File: src/rtl/wb_arbiter_scoreboard.sv
// Writeback arbiter between the ALU and load unit, with a per-register busy
// scoreboard that stalls issue on pending writes.
module wb_arbiter_scoreboard #(
   parameter int unsigned XLEN = 32,
   parameter int unsigned NREG = 32
) (
   input  logic            clock,
   input  logic            reset,
   input  logic            alu_valid,
   input  logic [4:0]      alu_rd,
   input  logic [XLEN-1:0] alu_data,
   output logic            alu_ready,
   input  logic            mem_valid,
   input  logic [4:0]      mem_rd,
   input  logic [XLEN-1:0] mem_data,
   output logic            mem_ready,
   input  logic            iss_valid,
   input  logic [4:0]      iss_rd,
   input  logic [4:0]      iss_rs1,
   input  logic [4:0]      iss_rs2,
   output logic            iss_stall,
   output logic            rf_wEn,
   output logic [4:0]      rf_write_sel,
   output logic [XLEN-1:0] rf_write_data,
   output logic [NREG-1:0] busy_vec
);

   typedef enum logic {LastAlu, LastMem} last_e;

   last_e           last_q, last_d;
   logic            acc;
   logic [4:0]      acc_rd;
   logic [XLEN-1:0] acc_data;
   logic            issue;
   logic            wen_q, wen_d;
   logic [4:0]      sel_q, sel_d;
   logic [XLEN-1:0] data_q, data_d;
   logic [NREG-1:0] busy_q, busy_d;

   // Grants are forced low while reset is held so no requester sees a bogus accept.
   always_comb begin
      alu_ready = 1'b0;
      mem_ready = 1'b0;
      if (!reset) begin
         if (alu_valid && mem_valid) begin
            if (last_q == LastMem) alu_ready = 1'b1;
            else                   mem_ready = 1'b1;
         end else begin
            alu_ready = alu_valid;
            mem_ready = mem_valid;
         end
      end
   end

   assign acc      = alu_ready | mem_ready;
   assign acc_rd   = mem_ready ? mem_rd : alu_rd;
   assign acc_data = mem_ready ? mem_data : alu_data;

   assign iss_stall = iss_valid & (busy_q[iss_rs1] | busy_q[iss_rs2] | busy_q[iss_rd]);
   assign issue     = iss_valid & ~iss_stall & (iss_rd != 5'd0);

   always_comb begin
      last_d = last_q;
      if (alu_ready) last_d = LastAlu;
      if (mem_ready) last_d = LastMem;

      // Writes to x0 are consumed silently and leave the rf_* payload untouched.
      wen_d  = acc && (acc_rd != 5'd0);
      sel_d  = sel_q;
      data_d = data_q;
      if (wen_d) begin
         sel_d  = acc_rd;
         data_d = acc_data;
      end

      // Set is applied after clear so a same-edge collision leaves the bit set.
      busy_d = busy_q;
      if (wen_d) busy_d[acc_rd] = 1'b0;
      if (issue) busy_d[iss_rd] = 1'b1;
      busy_d[0] = 1'b0;
   end

   always_ff @(posedge clock or posedge reset) begin
      if (reset) begin
         last_q <= LastAlu;
         wen_q  <= 1'b0;
         sel_q  <= '0;
         data_q <= '0;
         busy_q <= '0;
      end else begin
         last_q <= last_d;
         wen_q  <= wen_d;
         sel_q  <= sel_d;
         data_q <= data_d;
         busy_q <= busy_d;
      end
   end

   assign rf_wEn        = wen_q;
   assign rf_write_sel  = sel_q;
   assign rf_write_data = data_q;
   assign busy_vec      = busy_q;

endmodule
File: config.mk
export PLATFORM = sky130hd
export DESIGN_NAME = wb_arbiter_scoreboard
export DESIGN_NICKNAME = d
export VERILOG_FILES = /design/src/rtl/wb_arbiter_scoreboard.sv
export SDC_FILE = /design/constraint.sdc
export NUM_CORES = 1
export LEC_CHECK = 0
export ABC_CLOCK_PERIOD_IN_PS = 2200
export BUFFER_PORTS_ARGS = -buffer_cell sky130_fd_sc_hd__buf_2
export CAP_MARGIN = 5
export CORE_MARGIN = 3
export CORE_UTILIZATION = 41
export DETAILED_ROUTE_END_ITERATION = 10
export PLACE_DENSITY = 0.72
export SYNTH_ARGS = -nofsm -noshare
export SYNTH_HDL_FRONTEND = slang
export SYNTH_SLANG_ARGS = --single-unit
File: constraint.sdc
create_clock -name clock -period 2.2 [get_ports clock]
set_input_delay 0.33 -clock clock [delete_from_list [all_inputs] [get_ports clock]]
set_output_delay 0.33 -clock clock [all_outputs]
set_load 0.01 [all_outputs]
Word-level counts from Yosys, hierarchy flattened
Index checks and enable logic that the tools add are counted.
{"block": "totals", "reg_bits": 70, "latch_bits": 0, "mem_bits_rw": 0, "romBits": 0, "inputBits": 94, "word_cells": 50, "n_memories": 0}
{"block": "classes", "add_sub_neg": 0, "n_mul": 0, "div": 0, "magnitude_cmp": 6, "n_eq_ne": 0, "n_shift": 0, "n_mux": 22, "bitwise_logic": 10, "reduce_logical": 7}
{"op": "$mux 32", "count": 3}
{"op": "$and 32x32->32", "count": 1}
{"op": "$not 32->32", "count": 1}
{"op": "$or 32x32->32", "count": 1}
{"op": "$lt 5x6->1 const B", "count": 4}
{"op": "$bmux 1 s5", "count": 3}
{"op": "$mux 1", "count": 13}
{"op": "$demux 1 s5", "count": 2}
{"op": "$ge 5x1->1 const B", "count": 2}
{"op": "$reduce_bool 5->1", "count": 2}
{"op": "$mux 5", "count": 1}
{"op": "$logic_and 1x1->1", "count": 4}
{"op": "$and 1x1->1", "count": 3}
{"op": "$or 1x1->1", "count": 3}
{"op": "$reduce_bool 2->1", "count": 1}
{"op": "$not 1->1", "count": 1}

Logic depth before layout (Yosys ltp)
Gate-level depths: netlist of the first run.
{"block": "depth", "depth_word": 13, "depth_mapped": 11, "depth_no_buf": 7}

Worst setup path before layout of the first run
OpenSTA, ideal clock, no wires.
{"block": "synth_path", "path_type": "input to register", "from": "input port reset", "to": "register sel_q[4] (netlist: rf_write_sel[4])", "setup_time_ps": 138, "arrival_time_ps": 2879, "path_slack_ps": -817, "cell_stages": 6, "path_buffers": 1, "path_cell_list": "inv_1 o21ai_0 o21bai_1 clkbuf_1 nand2_1 o21ai_0"}
{"block": "synth_between", "elab_chain_cells": 4}
{"element": "start: declaration", "line_no": "8", "rtl": "input logic reset,"}
{"element": "$mux 1", "line_no": "44", "rtl": "if (!reset) begin"}
{"element": "$mux 5", "line_no": "56", "rtl": "assign acc_rd = mem_ready ? mem_rd : alu_rd;"}
{"element": "$reduce_bool 5->1", "line_no": "68", "rtl": "wen_d = acc && (acc_rd != 5'd0);"}
{"element": "$logic_and 1x1->1", "line_no": "68"}
{"element": "end signal: assignment", "line_no": "93", "rtl": "sel_q <= sel_d;"}
{"element": "end: declaration", "line_no": "36", "rtl": "logic [4:0] sel_q, sel_d;"}
Parallel ways exist; a longest one is shown, timed or not.
A chain may end at the register's enable or synchronous reset.

Worst setup path after layout of the first run
{"block": "layout_path", "from": "register busy_q[23] (netlist: busy_vec[23])", "to": "output port iss_stall"}
{"block": "layout_between", "elab_chain_cells": 5}
{"element": "start: declaration", "line_no": "38", "rtl": "logic [NREG-1:0] busy_q, busy_d;"}
{"element": "start signal: assignment", "line_no": "95", "rtl": "busy_q <= busy_d;"}
{"element": "$bmux 1 s5", "line_no": "59", "rtl": "assign iss_stall = iss_valid & (busy_q[iss_rs1] | busy_q[iss_rs2] | busy_q[iss_rd]);"}
{"element": "$mux 1 (implied by the code)", "line_no": "59"}
{"element": "$or 1x1->1", "line_no": "59"}
{"element": "$or 1x1->1 *", "line_no": "59"}
{"element": "$and 1x1->1 *", "line_no": "59"}
{"element": "end: declaration", "line_no": "21", "rtl": "output logic iss_stall,"}
Mark *: on every way between the ends. The rest lies on a longest branch, timed or not. The select of a mux whose other input is x is not followed.

==> results of run 1 <==
report_power, final:
group / total (mW) / switching, mW / internal (mW) / leakage [nW]
clock: 1.05 / 0.498 / 0.550 / 0.102
combinational: 1.63 / 0.836 / 0.790 / 1.91
sequential: 1.69 / 0.178 / 1.51 / 0.890
total: 4.37 / 1.51 / 2.85 / 2.90
per-layer routing:
| metal | vias up | global-route usage, % | routed length [µm] | share of wire, % |
|---|---|---|---|---|
| met5 | - | 0 | 0 | 0 |
| met4 | 0 | 8.68 | 300 | 2.1 |
| met3 | 25 | 6.38 | 1330 | 9.4 |
| met2 | 238 | 40.9 | 6770 | 48 |
| met1 | 2040 | 31.6 | 5700 | 40 |
| li1 | 2030 | - | - | - |
worst paths after layout:
path | cells past startpoint | slack (ns) | to
max | 8 | -0.27 | iss_stall
min | 3 | 0.18 | busy_vec[5]
max reg2reg | 7 | -0.24 | busy_vec[29]
min reg2reg | 2 | 0.48 | rf_write_data[9]
max in group asynchronous | 3 | 1.67 | rf_write_data[8]
min in group clock | 3 | 0.26 | rf_write_data[23]
kinds of logic after synthesis:
group / count (synthesis) / share of synthesized area [%]
AOI/OAI and AO/OA: 136 / 20.5
buffers and inverters: 37 / 4.13
DFF: 70 / 42.2
muxes: 74 / 20.5
other: 1 / 0.0904
and+or+nand+nor: 109 / 12.5
through the flow:
stage | instances | hold WS [ns]
4_1_cts | 789 | 0.172
3_3_place_gp | 772 | 0.458
2_1_floorplan | 427 | 0.436
5_1_grt | 790 | 0.211
6_report | 790 | 0.178
3_5_place_dp | 772 | 0.465
critical path, delay by kind of cell (launching register included):
family                 cells  cell delay (ns)
multiplexers               2             0.63
AND/OR/NAND/NOR            5             0.61
flip-flops                 1             0.40
buffers and inverters      1             0.14
final cells by class:
| class | instances | area, µm² |
|---|---|---|
| clock buffer | 10 | 138 |
| clock inverter | 6 | 61.3 |
| fill | 873 | 3820 |
| inverter | 5 | 22.5 |
| multi-input combinational | 320 | 2360 |
| sequential | 70 | 1750 |
| tap | 133 | 166 |
| timing repair buffer | 246 | 1500 |
registers in the layout (all words and copies together), names as in the netlist:
| signal | cells |
|---|---|
| rf_write_sel | 5 |
| busy_vec | 31 |
| rf_write_data | 32 |
| last_q | 1 |
| rf_wEn | 1 |
cells in the final DEF (no fill, tap or decap), types with 3 or more instances in the layout:
cell type                    n
sky130_fd_sc_hd__nand3_1     6
sky130_fd_sc_hd__nand4_1     3
sky130_fd_sc_hd__dfrtp_1    70
sky130_fd_sc_hd__nor2b_1     8
sky130_fd_sc_hd__mux4_2      8
sky130_fd_sc_hd__o22ai_1     6
sky130_fd_sc_hd__buf_12      4
sky130_fd_sc_hd__nand3b_1    6
sky130_fd_sc_hd__a21oi_1     5
sky130_fd_sc_hd__o21ai_0    70
sky130_fd_sc_hd__nor2_1     13
sky130_fd_sc_hd__o31ai_1     8
sky130_fd_sc_hd__clkinv_2    3
sky130_fd_sc_hd__inv_1       4
sky130_fd_sc_hd__clkbuf_8   10
sky130_fd_sc_hd__buf_4      76
sky130_fd_sc_hd__buf_2     165
sky130_fd_sc_hd__a21o_1      3
sky130_fd_sc_hd__nand2b_1    7
sky130_fd_sc_hd__mux2_2      5
sky130_fd_sc_hd__o31ai_2    23
sky130_fd_sc_hd__nand2_1    55
sky130_fd_sc_hd__mux2i_1    60
timing repair:
| item | CTS | global route |
|---|---|---|
| gates resized for setup | 13 | 16 |
| setup buffers | 1 | 0 |
| hold buffers | 0 | 0 |
| setup endpoints to repair | 33 | 33 |
| pin swaps | 4 | 2 |
| cloned | 0 | 1 |
==> results.md, run 1 <==
- The flow ran to the end, but the final reports show violations.
- The checks that failed: negative setup slack.
- Averaged over all synthesized cells, the footprint is 9.71 µm².
- The total half-perimeter wirelength after legalization and detailed placement is 10.9 mm.
- In the final routed layout, each cell accounts on average for 17.9 µm.
- In this run the static leakage power is 2.90 nW.
- The full die area is 0.0114 mm².
- The minimum clock period is 2.47 ns.
- The number of standard cells after synthesis is 427.
- The synthesized design spends more area on one cell type than any other, namely sky130_fd_sc_hd__dfrtp_1.
- Across the run, the number of max-cap violations was 0.
- The final weighted congestion of routability-driven global placement is 0.952.
- The routed design has 14.1 mm of wire.
- In the post-synthesis netlist, the biggest area contributors are sky130_fd_sc_hd__dfrtp_1 42%, sky130_fd_sc_hd__mux2i_1 15%, sky130_fd_sc_hd__o21ai_0 8.6%.
- The number of hold violations in the final report is 0.
- In this run the critical register-to-register path is launched from busy_vec[28].
- By instance count, the cell type seen most on the critical path is sky130_fd_sc_hd__nor2_1.
- The clock-pin slew reported for the worst setup and hold paths after clock tree synthesis is 0.08 ns.
- The most repeated cell in the gate-level netlist after synthesis is sky130_fd_sc_hd__o21ai_0.
- The global routing usage summed across all routing layers is 24.8%.
- For the worst setup path, the data required time is 1.87 ns.
- Yosys printed 0 warnings.
- The net count of the finished layout is 746.
- The number of antenna-violating nets in the routed design is 0.
- The signal on the critical path passes through mux4_2 > mux2i_1 > nor3b_1 > nor2_1 > nand4_1 > nor3_1 > nor2_1 > buf_2.
- The routed layout has 4333 vias.
- In this run, distinct cell masters in the synthesized netlist total 47.
- The final critical path takes up 112% of the cycle.
- Setup repair after global routing could not meet its margin everywhere.
- The flip-flop and latch count after synthesis is 70.
- The maximum operating frequency is 405 MHz.
- 0 antenna diodes ended up in the layout.
- The sequential cell area fraction in the yosys report is 42.2%.
- The number of pins exceeding their max-slew limit in the final report was 0.
- The utilization after layout is 61.1%.
- The number of buffers on the longest clock path is 2.
- The area fraction of the dominant cell type after synthesis is 42.2%.
- TritonCTS built the clock tree.
- For this run, design rule violations remaining after detail routing come to 0.
- For the final database, setup skew stands at 0.00851 ns.
- The largest single stage delay on the critical path is 0.47 ns.
- In the synthesized netlist the async set-or-reset flop fraction comes to 100%.
- The worst-path cell with the longest stage delay is sky130_fd_sc_hd__mux4_2.
- The ratio of total power to cell area is 727 mW/mm².
- The vertical extent of the die is 107 µm.
- The number of vias per cell is 5.48.
- The top-level I/O count is 167.
- The area growth from synthesis to layout is 44.7%.
- During placement, the flow inserted port buffers numbering 165.
- The path category of the worst min-delay check is in2async.
- The count of routing violations after the opening detailed-route iteration is 295.
- The highest net fanout along the worst path is 2.
- The total grt overflow is 0.
- The total power of the final layout is 4.37 mW.
- The transition time of the tightest slew-check pin is 0.600 ns.
- Synthesis produced a netlist with a net count of 521.
- The endpoint arrival time on the critical path is 2.14 ns.
- The core region is 0.00982 mm².
- The count of endpoints failing setup in the final report is 32.
- The clock tree synthesis step divided the H-tree into 3 levels.
- Measured against its own limit, the worst slew margin works out to 60.0%.
- Once the floorplan was initialized, standard cells occupied 42.2% of the core.
- The kind of critical path is reg2out.
- The number of enable-type register cells in the synthesized netlist is 0.
- By count the netlist is led by 71 x sky130_fd_sc_hd__o21ai_0, 70 x sky130_fd_sc_hd__dfrtp_1, 61 x sky130_fd_sc_hd__mux2i_1.
- Setup total negative slack on the finished layout was measured at -6.72 ns.
- In the final layout, the share of cells above drive strength 1 is 47.0%.
- Across all setup checks in the final design, the least slack found is -0.267 ns.
- The worst setup path is captured at an output port.
- The cell sitting at the root of the clock tree is a sky130_fd_sc_hd__clkbuf_8.
- The final standard cell area without fillers is 0.00600 mm².
- Prior to clock tree synthesis, the placed netlist has a worst setup slack of -0.337 ns.
- The clock latency of the later-clocked register in the worst-skew pair is 0.36 ns.
- Entering global routing, the biggest net connects 55 pins.
- The area of placed instances is 0.00564 mm².
- The width of the die is 107 µm.
- The placement row count is 36.
- The global-route wire length before repair is 22.0 mm.
- The total standard cell area after synthesis is 0.00415 mm².
- The most critical setup path has its startpoint at busy_vec[23].
- The number of clock sinks is 70.
- The first-pass iteration count of the detailed router is 7.
- The maximum ir drop on the vdd rail is 0.352 mV.
- The number of global-route vias before repair is 4302.
- STA classifies the critical path startpoint as a register.
- The number of antenna violations at the first check in global routing is 0.
- The prevailing post-synth register cell is sky130_fd_sc_hd__dfrtp_1.
- The TritonCTS buffer count is 9.
Note: power is estimated with default switching activity, not from simulation.
==> run 2: changes to the inputs <==
- CELL_PAD_IN_SITES_DETAIL_PLACEMENT: default -> 2
- CELL_PAD_IN_SITES_GLOBAL_PLACEMENT: default -> 2
- CORE_UTILIZATION: 41 -> 26
- PLACE_DENSITY: 0.72 -> default
- PLACE_DENSITY_LB_ADDON: default -> 0.1
==> run 2 against run 1 <==
Register-to-register slack got worse by 0.13 ns. Largest power group is now combinational cells. Die area is 54% higher. Clock skew about the same. First-iteration DRC count shrank 56%. Global-route usage fell by 5.3 points. Highest routed layer unchanged. The flow still finishes with violations (negative setup slack). Largest cell class unchanged.
==> results.md, run 2 (same netlist as run 1, synthesis figures left out) <==
- The run finished, with violations left.
- The checks that failed: negative setup slack.
- The total half-perimeter wirelength after legalization and detailed placement is 13.2 mm (+21%).
- The leakage power summed over all cells was 3.11 nW (+7.3%).
- The count of routing violations after the opening detailed-route iteration is 130 (-56%).
- The path category of the worst min-delay check is in2async.
- The number of remaining DRC errors is 0 (unchanged).
- The maximum ir drop on the vdd rail is 0.357 mV (+1.4%).
- The number of vias per cell is 5.12 (-6.6%).
- The part of the total power dissipated in the clock network was 30.5% (+6.5 points).
- The flip-flop count of the largest register, all copies and words added is 32 (unchanged).
- The worst setup slack after layout was -0.368 ns (-0.100 ns).
- The number of buffers on the longest clock path is 2 (unchanged).
- Setup repair after global routing could not meet its margin everywhere.
- The clock-pin slew reported for the worst setup and hold paths after clock tree synthesis was 0.06 ns (-0.02 ns).
- The number of hold violations in the final report was 0 (unchanged).
- The share of total power in sequential cells is 33.5% (-5.2 points).
- The clock latency of the later-clocked register in the worst-skew pair was 0.34 ns (-0.02 ns).
- The final worst hold slack is 0.183 ns (+0.00501 ns).
- The global routing usage summed across all routing layers is 19.5% (-5.3 points).
- The clock root buffer master is sky130_fd_sc_hd__clkbuf_16.
- Compared with the post-synthesis result, the final layout area differs by 59.1%.
- The total grt overflow is 0 (unchanged).
- The highest net fanout along the worst path is 8 (+6).
- The internal power summed over all cells is 3.40 mW (+19%).
- The endpoint arrival time on the critical path is 2.81 ns (+0.67 ns).
- The relative slew slack is 44.9% (-15 points).
- The period utilization is 117% (+4.6 points).
- The width of the die is 132 µm (+24%).
- The largest clock skew in the final design is 0.00883 ns (+0.000318 ns).
- The switching share of total power is 33.3% (-1.3 points).
- The TritonCTS buffer count was 9 (unchanged).
- The minimum clock period was 2.57 ns (+0.100 ns).
- The initial core utilization is 26.9% (-15 points).
- STA classifies the critical path endpoint as a register.
- The via count is 4518 (+4.3%).
- The net count of the finished layout is 760 (+1.9%).
- The part of the power in combinational logic is 36.0% (-1.2 points).
- In the layout the commonest cells are 165 x sky130_fd_sc_hd__buf_2, 77 x sky130_fd_sc_hd__buf_4, 69 x sky130_fd_sc_hd__dfrtp_1.
- The number of antenna violations at the first check in global routing came to 0 (unchanged).
- The largest net degree at the start of global routing is 65 (+18%).
- The number of buffers added to fix hold violations after cts is 0 (unchanged).
- The transition time of the tightest slew-check pin is 0.826 ns (+0.226 ns).
- The placeable core area was 0.0154 mm² (+57%).
- The net switching power is 1.70 mW (+12%).
- The number of max-cap violations is 0 (unchanged).
- The vertical extent of the die is 132 µm (+24%).
- The library cell used most frequently in the layout, excluding fill and tap cells, is sky130_fd_sc_hd__buf_2.
- The number of global-route vias before repair is 4830 (+12%).
- The full die area is 0.0175 mm² (+54%).
- The total power of the final layout is 5.09 mW (+17%).
- The kind of critical path is reg2reg.
- The global-route wire length before repair is 27.2 mm (+23%).
- The number of antenna-violating nets in the routed design is 0 (unchanged).
- The count of endpoints failing setup in the final report was 32 (unchanged).
- The first-pass iteration count of the detailed router is 4 (-3).
- The fraction of layout cells with a size suffix above 1 is 49.6% (+2.6 points).
- The utilization after layout is 42.8% (-18 points).
- The wire length per cell after detailed routing was 20.9 µm (+17%).
- The total detailed-routing wirelength is 18.5 mm (+31%).
- The final weighted congestion of routability-driven global placement came to 0.813 (-15%).
- The critical path data required time is 2.44 ns (+0.57 ns).
- The placement row count is 45 (+25%).
- The number of clock sinks was 70 (unchanged).
- The deepest level of the CTS H-tree was 3 (unchanged).
- The total inserted antenna cells is 0 (unchanged).
- The worst setup path is launched from a register.
- The number of pins exceeding their max-slew limit in the final report is 0 (unchanged).
- The count of buffers from port buffering is 165 (unchanged).
- The clock tree from TritonCTS is yes.
- The ratio of total power to cell area was 772 mW/mm² (+6.1%).
- The maximum operating frequency is 389 MHz (-3.9%).
- The top-level I/O count is 167 (unchanged).
run 2: cell count changes in the layout (fill, tap and decap cells not counted), moves of 2 or more:
cell / previous run / this run
sky130_fd_sc_hd__clkbuf_16: 1 / 13
sky130_fd_sc_hd__o21ai_0: 70 / 58
sky130_fd_sc_hd__o21ai_1: 1 / 13
sky130_fd_sc_hd__o31ai_4: 0 / 8
sky130_fd_sc_hd__o31ai_1: 8 / 1
sky130_fd_sc_hd__buf_6: 0 / 6
sky130_fd_sc_hd__clkbuf_8: 10 / 4
sky130_fd_sc_hd__buf_8: 0 / 2
sky130_fd_sc_hd__mux2i_1: 60 / 58
run 2: final cells by class:
cell class / instances / area (µm²)
clock buffer: 13 / 280
clock inverter: 3 / 40.0
fill: 1714 / 8830
inverter: 5 / 22.5
multi-input combinational: 320 / 2510
sequential: 70 / 1750
tap: 211 / 264
timing repair buffer: 260 / 1730
run 2: path summary, 6_finish.rpt:
check                                   from                end  slack (ns)  cells past startpoint
min reg2reg                rf_write_data[31]  rf_write_data[31]        0.47                      2
max in group asynchronous              reset       busy_vec[18]        1.08                      4
max                             busy_vec[18]       busy_vec[16]       -0.37                      9
max reg2reg                     busy_vec[18]       busy_vec[16]       -0.37                      9
min in group clock              alu_data[22]  rf_write_data[22]        0.27                      3
min                                    reset             last_q        0.18                      3
run 2: power by group through the flow:
stage	clock network [mW]	registers (mW)	logic [mW]
floorplan	0	1.81	0.617
global placement	0	1.72	1.54
global route	1.66	1.73	2.00
CTS	1.60	1.70	1.68
finish	1.55	1.70	1.83
detailed placement	0	1.72	1.59
run 2: layer usage:
metal	track usage, %	vias up	part of all wire, %
met5	0	-	0
met4	5.20	0	2.1
met3	5.23	20	5.9
met2	33.3	150	50
met1	24.6	2290	42
li1	-	2058	-
run 2: critical path, cell delays in order, from the launching register on:
cell and delay [ns]:
sky130_fd_sc_hd__dfrtp_2 0.45, sky130_fd_sc_hd__buf_4 0.16, sky130_fd_sc_hd__buf_4 0.13, sky130_fd_sc_hd__mux2i_1 0.20
sky130_fd_sc_hd__o22ai_1 0.14, sky130_fd_sc_hd__o21ai_1 0.20, sky130_fd_sc_hd__nand4_1 0.19, sky130_fd_sc_hd__or4_4 0.54
sky130_fd_sc_hd__clkbuf_16 0.22, sky130_fd_sc_hd__o31ai_2 0.22
run 2: what timing repair did:
item / CTS / global route
cloned: 1 / 7
setup buffers: 1 / 10
gates resized for setup: 27 / 41
endpoints found under the setup margin: 33 / 65
pin swaps: 1 / 5
run 2: through the flow:
| step | setup TNS [ns] | worst slack, ns | area (µm²) | cells |
|---|---|---|---|---|
| after floorplan | -5.05 | -0.178 | 4180 | 427 |
| after global routing | -14.19 | -0.478 | 6600 | 882 |
| after global placement | -8.91 | -0.297 | 5720 | 847 |
| final | -10.65 | -0.368 | 6600 | 882 |
| after CTS | -9.27 | -0.332 | 6190 | 865 |
| after detailed placement | -12.10 | -0.450 | 5720 | 847 |
==> run 3: changes to the inputs <==
- PLACE_DENSITY: default -> 0.78
- PLACE_DENSITY_LB_ADDON: 0.1 -> default
- REMOVE_ABC_BUFFERS: default -> 1
==> run 3 against run 2 <==
The flow still finishes with violations (negative setup slack). Clock skew hardly changed. Critical path type unchanged. Maximum frequency is 1.6% lower. Non-clock buffer count is 11 lower. Final area is 2.0% lower. Sequential share of layout area is 0.52 points higher.
==> results.md, run 3 (same netlist as run 1, synthesis figures left out) <==
- The total power of the final layout was 5.07 mW (-0.47%).
- The number of antenna-violating nets in the routed design came to 0 (unchanged).
- The transition time of the tightest slew-check pin is 0.955 ns (+0.129 ns).
- The sum of negative setup slack is -11.38 ns (-0.723 ns).
- The flip-flop count of the largest register, all copies and words added is 32 (unchanged).
- The number of hold violations in the final report is 0 (unchanged).
- The final weighted congestion of routability-driven global placement is 0.957 (+18%).
- The top-level I/O count came to 167 (unchanged).
- The vertical extent of the die is 132 µm (unchanged).
- The global routing usage summed across all routing layers came to 20.8% (+1.2 points).
- The setup path with the least slack is of type reg2reg.
- From synthesis to final layout, the design area changed by 56.0%.
- The critical path data required time was 2.42 ns (-0.02 ns).
- In the layout the commonest cells are 165 x sky130_fd_sc_hd__buf_2, 70 x sky130_fd_sc_hd__dfrtp_1, 68 x sky130_fd_sc_hd__buf_4.
- The placeable core area is 0.0154 mm² (unchanged).
- The worst-path cell with the longest stage delay is sky130_fd_sc_hd__or4_4.
- The count of endpoints failing setup in the final report was 32 (unchanged).
- The number of global-route vias before repair is 5095 (+5.5%).
- The most common cell after layout, fill and taps aside is sky130_fd_sc_hd__buf_2.
- The critical path goes through buf_6 > mux4_2 > mux2i_1 > nor3b_2 > nor2_1 > nand4_1 > buf_4 > or4_4 > buf_12 > o31ai_2.
- The peak per-stage delay on the critical path is 0.46 ns (-0.08 ns).
- The endpoint arrival time on the critical path is 2.83 ns (+0.02 ns).
- The total grt overflow is 0 (unchanged).
- The clock tree from TritonCTS is yes.
- The routed length on met2 was 9.99 mm (+7.8%).
- The ratio of total power to cell area came to 784 mW/mm² (+1.6%).
- The part of the power in combinational logic is 36.8% (+0.8 points).
- The worst setup slack after layout is -0.410 ns (-0.0423 ns).
- The final reports fail on negative setup slack.
- The register area is 0.00175 mm² (about the same).
- The number of pins exceeding their max-slew limit in the final report is 0 (unchanged).
- The kind of end point of the critical path is a register.
- The share of total power in sequential cells is 33.9% (+0.4 points).
- The largest clock skew in the final design is 0.00928 ns (+0.000447 ns).
- The routed metal-1 wirelength was 7.94 mm (+2.9%).
- The multi-input logic area is 0.00252 mm² (+0.30%).
- The minimum clock period was 2.61 ns (+0.0423 ns).
- The count of routing violations after the opening detailed-route iteration is 137 (+5.4%).
- The global-route wire length before repair came to 28.8 mm (+5.9%).
- The largest net degree at the start of global routing was 74 (+14%).
- The worst hold path belongs to the class in2reg.
- The final-layout fill cell count is 1722 (+0.47%).
- The clock latency of the later-clocked register in the worst-skew pair came to 0.33 ns (about the same).
- The switching share of total power is 34.5% (+1.2 points).
- The TritonCTS buffer count is 9 (unchanged).
- The part of the total power dissipated in the clock network is 29.3% (-1.2 points).
- The first-pass iteration count of the detailed router is 4 (unchanged).
- Setup repair after global routing could not meet its margin everywhere.
- The maximum ir drop on the vdd rail was 0.283 mV (-21%).
- The worst setup path is launched from a register.
- The count of buffers from port buffering is 165 (unchanged).
- The number of buffers on the longest clock path is 2 (unchanged).
- The total buffers and inverters traversed by the critical path came to 3 (unchanged).
- The number of clock sinks came to 70 (unchanged).
- The initial core utilization was 26.9% (unchanged).
- The deepest level of the CTS H-tree is 3 (unchanged).
- The via count came to 4588 (+1.5%).
- The net count of the finished layout came to 749 (-1.4%).
- The run finished, with violations left.
- The clock-pin slew reported for the worst setup and hold paths after clock tree synthesis is 0.06 ns (about the same).
- The width of the die is 132 µm (unchanged).
- The period utilization is 119% (+1.9 points).
- The maximum operating frequency was 383 MHz (-1.6%).
- The internal power summed over all cells is 3.32 mW (-2.3%).
- The number of max-cap violations is 0 (unchanged).
- The number of antenna violations at the first check in global routing is 3 (+3).
- The leakage power summed over all cells is 3.05 nW (-1.9%).
- The total detailed-routing wirelength is 19.9 mm (+7.5%).
- The relative slew slack is 36.3% (-8.6 points).
- The number of remaining DRC errors came to 0 (unchanged).
- The net switching power is 1.75 mW (+3.2%).
- The highest net fanout along the worst path is 15 (+7).
- The fraction of layout cells with a size suffix above 1 was 50.8% (+1.1 points).
- The total half-perimeter wirelength after legalization and detailed placement is 14.4 mm (+9.1%).
- In this run the clock root is driven by a sky130_fd_sc_hd__clkbuf_16.
- The cell class contributing the biggest share of worst-path delay is simple AND/OR/NAND/NOR gates.
- The total inserted antenna cells came to 0 (unchanged).
- The wire length per cell after detailed routing is 22.8 µm (+8.9%).
- The number of vias per cell was 5.27 (+2.8%).
- The met3 wirelength from detailed routing is 1.60 mm (+46%).
- The uppermost layer routed is met5.
- The placement row count is 45 (unchanged).
- The full die area is 0.0175 mm² (unchanged).
==> run 3: changes by cell type in the layout (fill, tap and decap cells not counted), sizes merged <==
| cell | before | now |
|---|---|---|
| buf | 256 | 244 |
| clkinvlp | 1 | 0 |
| clkbuf | 17 | 16 |
| dlygate4sd3 | 0 | 1 |
| clkinv | 2 | 3 |
| inv | 4 | 5 |
==> run 3: layout make-up <==
class	instances	area share, %
clock inverters	4	0.696
repair buffers	249	25.0
flip-flops and latches	70	27.1
well taps	211	4.08
multi-input cells	320	38.9
clock buffers	12	3.97
inverters	5	0.290
==> run 3: path summary, 6_finish.rpt <==
check / start / to / slack (ns) / cells past startpoint
max: busy_vec[16] / busy_vec[20] / -0.41 / 10
max reg2reg: busy_vec[16] / busy_vec[20] / -0.41 / 10
max in group asynchronous: reset / rf_write_sel[1] / 0.57 / 4
min in group asynchronous: reset / last_q / 0.49 / 3
min reg2reg: rf_write_data[14] / rf_write_data[14] / 0.48 / 2
min: mem_data[25] / rf_write_data[25] / 0.28 / 3
==> run 3: tightest hold or removal path, stage by stage <==
cell                      delay, ns
sky130_fd_sc_hd__buf_2         0.07
sky130_fd_sc_hd__mux2i_1       0.06
sky130_fd_sc_hd__o21ai_1       0.11
==> run 3: power by group through the flow <==
stage	logic, mW	clock network, mW	registers [mW]
final	1.86	1.49	1.72
after detailed placement	1.62	0	1.73
after global routing	2.01	1.58	1.74
after global placement	1.53	0	1.70
after floorplan	0.563	0	1.81
after CTS	1.73	1.52	1.71
==> run 3: per-layer routing <==
metal	global-route usage, %	up-vias
li1	-	2038
met2	36.3	220
met5	0	-
met3	6.45	32
met1	24.9	2292
met4	5.54	6
==> run 3: stage by stage <==
step                util [%]  instances  worst slack (ns)  hold WS (ns)  cell area (µm²)
floorplan                  -        395             -3.35         0.436             3990
global placement        36.6        841            -0.354         0.239             5650
detailed placement      36.6        841            -0.550         0.253             5650
CTS                     39.9        859            -0.382         0.269             6160
global route            41.9        871            -0.507         0.294             6470
finish                  41.9        871            -0.410         0.281             6470
==> run 3: timing repair <==
action	in CTS	in global routing
endpoints found under the setup margin	33	69
setup buffers	1	6
gates resized for setup	40	49
cloned	0	6
pin swaps	2	7
hold buffers	1	0
endpoints found under the hold margin	1	0
